--- config.mk ---
export PLATFORM = sky130hd
export DESIGN_NAME = inst_queue
export DESIGN_NICKNAME = d
export VERILOG_FILES = /design/src/rtl/inst_queue.sv
export SDC_FILE = /design/constraint.sdc
export NUM_CORES = 1
export LEC_CHECK = 0
export ABC_AREA = 1
export CORE_MARGIN = 10
export CORE_UTILIZATION = 59
export CTS_CLUSTER_SIZE = 24
export DETAILED_ROUTE_END_ITERATION = 12
export PLACE_DENSITY = 0.85
export SYNTH_ARGS = -nofsm -noshare
export SYNTH_HDL_FRONTEND = slang
export SYNTH_SLANG_ARGS = --single-unit
--- constraint.sdc ---
create_clock -name clk -period 9 [get_ports clk]
set_input_delay 2.7 -clock clk [delete_from_list [all_inputs] [get_ports clk]]
set_output_delay 2.7 -clock clk [all_outputs]
set_load 0.03 [all_outputs]
--- src/rtl/inst_queue.sv ---
`default_nettype none
// ============================================================================
//  Module      : inst_queue
//  Description : Instruction fetch queue between fetch and decode. Holds
//                {inst, inst_addr} pairs in a small first-word-fall-through
//                FIFO, back-pressures fetch when full, and empties in one
//                cycle on a pipeline flush.
//  Revision    : 1.0 - initial release
// ============================================================================
module inst_queue #(
    parameter int          DEPTH    = 4,
    parameter int          AW       = 32,
    parameter int          DW       = 32,
    parameter logic [DW-1:0] NOP_INST = 32'h0000_0013
) (
    input  logic                     clk,
    input  logic                     rst,
    input  logic                     I_push,
    input  logic [DW-1:0]            I_inst,
    input  logic [AW-1:0]            I_inst_addr,
    input  logic                     I_pop,
    input  logic                     I_flush,
    output logic                     O_valid,
    output logic [DW-1:0]            O_inst,
    output logic [AW-1:0]            O_inst_addr,
    output logic                     O_full,
    output logic [$clog2(DEPTH):0]   O_count,
    output logic                     O_overflow
);

    localparam int c_PW = $clog2(DEPTH);
    localparam int c_CW = c_PW + 1;
    localparam logic [c_CW-1:0] c_DEPTH = c_CW'(DEPTH);

    logic [DW-1:0]   r_mem_inst [DEPTH];
    logic [AW-1:0]   r_mem_addr [DEPTH];
    logic [c_PW-1:0] r_rd_ptr;
    logic [c_PW-1:0] r_wr_ptr;
    logic [c_CW-1:0] r_count;
    logic            r_overflow;

    logic            w_empty;
    logic            w_full;
    logic            w_pop_ok;
    logic            w_push_ok;
    logic            w_drop;

    assign w_empty   = (r_count == '0);
    assign w_full    = (r_count == c_DEPTH);
    assign w_pop_ok  = I_pop & ~w_empty;
    // A full queue still accepts a push when the head leaves in the same cycle.
    assign w_push_ok = I_push & (~w_full | w_pop_ok);
    // Pushes discarded by a flush are intentional, so they do not count as drops.
    assign w_drop    = I_push & ~w_push_ok & ~I_flush;

    // Pointer, occupancy and sticky-overflow state; rst beats flush beats push/pop.
    always_ff @(posedge clk) begin
        if (rst) begin
            r_rd_ptr   <= '0;
            r_wr_ptr   <= '0;
            r_count    <= '0;
            r_overflow <= 1'b0;
        end else begin
            if (w_drop) begin
                r_overflow <= 1'b1;
            end
            if (I_flush) begin
                r_rd_ptr <= '0;
                r_wr_ptr <= '0;
                r_count  <= '0;
            end else begin
                if (w_push_ok) begin
                    r_wr_ptr <= r_wr_ptr + 1'b1;
                end
                if (w_pop_ok) begin
                    r_rd_ptr <= r_rd_ptr + 1'b1;
                end
                r_count <= r_count + c_CW'(w_push_ok) - c_CW'(w_pop_ok);
            end
        end
    end

    // Entry storage; deliberately not reset, validity is tracked by r_count.
    always_ff @(posedge clk) begin
        if (!rst && !I_flush && w_push_ok) begin
            r_mem_inst[r_wr_ptr] <= I_inst;
            r_mem_addr[r_wr_ptr] <= I_inst_addr;
        end
    end

    // Head presentation is purely from registered state; NOP/0 when empty.
    always_comb begin
        O_inst      = NOP_INST;
        O_inst_addr = '0;
        if (!w_empty) begin
            O_inst      = r_mem_inst[r_rd_ptr];
            O_inst_addr = r_mem_addr[r_rd_ptr];
        end
    end

    assign O_valid    = ~w_empty;
    assign O_full     = w_full;
    assign O_count    = r_count;
    assign O_overflow = r_overflow;

endmodule
`default_nettype wire

[Word-level counts from Yosys, hierarchy flattened]
Memories as Yosys holds them, arrays and structs flattened. A register that Yosys moved wholly into a read port is not among the register bits.
Index checks and enable logic that the tools add are counted.
Cells by class
  add/subtract/negate cells: 4
  equal/unequal tests: 1
  multiplexer cells: 8
  bitwise logic cells: 9
  reduce and logical (&&, ||, !) cells: 6
Operators by type and width (number)
  two-way mux 32 bit: 2
  two-way mux 2 bit: 4
  adder 2 x 1 -> 2 bit (second input constant): 2
  AND 1 bit: 4
  inverter 1 bit: 4
  adder 3 x 1 -> 3 bit: 1
  equality test 3 bit (second input constant): 1
  logical NOT 3 bit: 1
  subtractor 3 x 1 -> 3 bit: 1
  logical AND 1 bit: 2
  logical NOT 1 bit: 2
  two-way mux 1 bit: 2
  OR reduction 2 bit: 1
  bitwise OR 1 bit: 1
Storage, ports and cells
  flip-flop bits (word level): 8
  RAM bits: 256
  bits of input ports: 69
  output and inout port bits: 70
  word-level logic and storage cells: 34
  memories: 2
Memory list
  r_mem_addr: words 4, bits a word 32, read ports 1, clocked after memory_dff 1, write ports 1, line 36  | logic [AW-1:0] r_mem_addr [DEPTH];
  r_mem_inst: words 4, bits a word 32, read ports 1, clocked after memory_dff 1, write ports 1, line 35  | logic [DW-1:0] r_mem_inst [DEPTH];

[Longest topological paths before layout]
  depth after elaboration: 8
  gate-level depth with buffers: 10
  gate-level depth less buffers: 10

[Least setup slack after synthesis]
OpenSTA, ideal clock, no wires.
  path kind: input to register
  start point: input I_pop
  end point: memory r_mem_addr[0][0] (enable)
  setup time: 0.486 ns
  arrival: 5.777 ns
  required time: 8.514 ns
  path slack: 2.736 ns
  cell stages on the path: 6
  path buffers: 0
  cells stage by stage: inv_1 > nand3_1 > nand2_1 > inv_1 > nand2_1 > nor2_1
On the way
  cells in the longest elaborated chain, start to end: 6
Ends and longest elaborated chain
  start: declaration: line 21  | input logic I_pop,
  AND 1 bit: line 50  | assign w_pop_ok = I_pop & ~w_empty;
  bitwise OR 1 bit: line 52  | assign w_push_ok = I_push & (~w_full | w_pop_ok);
  AND 1 bit: line 52
  logical AND 1 bit: line 85  | if (!rst && !I_flush && w_push_ok) begin
  two-way mux 1 bit: line 85
  two-way mux 1 bit (not written as such): line 87  | r_mem_addr[r_wr_ptr] <= I_inst_addr;
  end: declaration: line 36
Every way passes these cells.

==> qor.yml <==
period_minus_slack_ps: 6450
multi_input_area_um2: 2220
ys_warn_count: 0
skew_ps: 5.27
h-tree-depth: 1
hold_viol_final: 0
cts_inserted_buffers: 25
cts_resized: 0
critPathSlowestCell: "dfxtp_4"
crit_path_start_kind: "register"
crit_type: "reg -> out"
dpl.cell_count: 1154
synth_top_area_share_pct: 73.4
avgSynthCellArea_um2: 12.6
slew_headroom_pct: 31.5
synth-edff-count: 256
setup_violations: 0
syn2layout_area_growth_pct: 21.1
grt_pass1_vias: 6792
worstHoldPathType: "reg -> reg"
rsz0062_at_grt: "false"
cpPeakStageDelay_ps: 800
root_buffer: "clkbuf_16"
vias: 6678
synthFlopType: "edfxtp_1"
first_pass_iters: 5
clk_path_buf_depth: 3
die_x_um: 153
antenna_found_initial: 1
die_h_um: 153
p_per_area_nw_per_um2: 204
drcViolationCount: 0
core_um2: 17400
yosysTopAreaCell: "edfxtp_1"
met3WireLength_um: 2050
clk_latency_ps: 510
cts_tree: "yes"
path_cells: "clkinv_2, buf_4, o21ai_0, a21oi_1, clkdlybuf4s50_1"
syn_area_um2: 10500
setup_tns_ps: 0
cts.clk_slew.worst_paths_ps: 60
numPortBuffers: 138
slew_violations: 0
dr_wl_met2_um: 11200
drtIter0Drc: 578
ys_seq_area_share_pct: 75.3
fmaxAchievable_mhz: 155
io_pins: 139
ys_ff_latch: 266
grt_pass1_wl_um: 34700
wirelength_um: 22300
ctsHoldBuffers: 0
ys_async_sr_fraction_pct: 0
fin_nets: 1031
syn_nets: 904
final-seq-area_um2: 7890
track_usage_pct: 18.2
synthDistinctLibCells: 21
drive_above_1_share_pct: 5.54
cts_sinks: 266
route.layer.met1.wl_um: 8540
tightest_slew_ps: 1020
period_share_pct: 71.7
grt_start_max_net_pins: 71
instances_no_fill: 1199
avgViaCountPerCell: 5.57
fill_cells: 1125
post-cts-setup-buffers: 0
outcome: "complete, no violations"
gp_congestion: 0.736
antenna_cells: 0
rows: 48
vdd_drop_max_mv: 0.171
hpwl_um: 13000
cp_max_fo: 70
initial_utilization_pct: 60.3
die_area_um2: 23500
holdWs_ps: 473
cp_num_buf_inv: 3
syn_inst: 829
critical_path.top_delay_family: "buffers and inverters"
crit_path_end_kind: "output port"
p_leak_nw: 4.25
max_cap_violations: 0
highest_layer: "met4"
final_antenna_net_count: 0
avgRoutedWirePerCell_um: 18.6
worstPathRequired_ps: 6300
grt_overflow: 0
cp.arrival_ps: 3750
synthTopCellsByArea: "edfxtp_1 73%, nor2_1 9.2%, o21ai_0 5.7%"
-- stage by stage --
stage | area [µm²] | setup WS (ps) | total power [mW] | util [%]
6_report | 12700 | 2550 | 2.59 | 73.1
5_1_grt | 12700 | 2280 | 2.67 | 73.1
3_3_place_gp | 11900 | 3190 | 1.63 | 68.7
2_1_floorplan | 10500 | 2740 | 1.53 | -
4_1_cts | 12700 | 2510 | 2.60 | 73.1
3_5_place_dp | 11900 | 3050 | 1.64 | 68.7
-- state kept, by name (all words and copies together), names as in the netlist, named ones only --
name / flops
r_mem_addr: 128
O_count: 3
r_rd_ptr: 2
r_mem_inst: 128
O_overflow: 1
r_wr_ptr: 2
-- logic make-up (layout without fill, tap and decap cells) --
kind of cell	after synthesis	count (layout)	share of synthesized area (%)
AOI/OAI and AO/OA	198	198	9.48
xor gates and xnor gates	1	1	0.0837
adders and majority gates	6	6	0.789
buffers and inverters	67	212	3.78
DFF	266	266	75.3
and+or+nand+nor	291	291	10.5
-- Yosys cell counts, types with 6 or more instances --
cell type / number
a21oi_1: 72
buf_1: 6
buf_2: 13
buf_6: 16
clkbuf_1: 10
dfxtp_1: 10
edfxtp_1: 256
inv_1: 16
nand2_1: 28
nor2_1: 256
o21ai_0: 120
-- worst reg2reg max path, stage by stage (launching register included) --
cell	delay, ps
dfxtp_1	370
nor2_1	80
nand3_1	180
nand2_1	70
inv_1	70
nand2_1	220
nor2_4	840
buf_4	630
-- cells in the final DEF (no fill, tap or decap) --
master / n
edfxtp_1: 256
nor2_1: 252
clkdlybuf4s50_1: 138
o21ai_0: 120
a21oi_1: 72
nand2_1: 28
clkbuf_16: 25
inv_1: 16
buf_4: 9
dfxtp_1: 8
clkbuf_1: 7
clkinv_2: 5
o21ai_1: 5
nand3_1: 5
ha_1: 5
clkinv_1: 5
nor2_4: 4
inv_2: 3
bufinv_16: 2
nand2_2: 1
or2_2: 1
xor2_1: 1
o22ai_1: 1
fa_1: 1
dfxtp_4: 1
dfxtp_2: 1
inv_6: 1
clkinvlp_4: 1
-- per-layer routing --
| layer | vias up | track usage [%] |
|---|---|---|
| li1 | 3178 | - |
| met1 | 3177 | 21.6 |
| met2 | 290 | 31.8 |
| met3 | 33 | 4.12 |
| met4 | 0 | 6.13 |
| met5 | - | 0 |
-- cell type report --
| cell class | instances | share of cell area, % |
|---|---|---|
| tap | 225 | 2.22 |
| multi-input combinational | 496 | 17.5 |
| timing repair buffer | 147 | 11.4 |
| inverter | 20 | 0.602 |
| clock buffer | 32 | 5.14 |
| sequential | 266 | 62.2 |
| clock inverter | 13 | 0.908 |
-- report_power, final --
| group | switching [mW] | internal [mW] |
|---|---|---|
| combinational | 0.142 | 0.0883 |
| clock | 0.413 | 0.568 |
| sequential | 0.00731 | 1.37 |
| total | 0.562 | 2.03 |
-- worst paths after layout --
kind                   start           endpoint  slack (ps)  cells past startpoint
setup / recovery    register    O_inst_addr[11]        2550                      5
hold / removal    O_overflow         O_overflow         470                      2
setup reg to reg  O_count[0]  r_mem_addr[3][31]        6160                      7
hold reg to reg   O_overflow         O_overflow         470                      2
(Power assumes the default switching activity.)
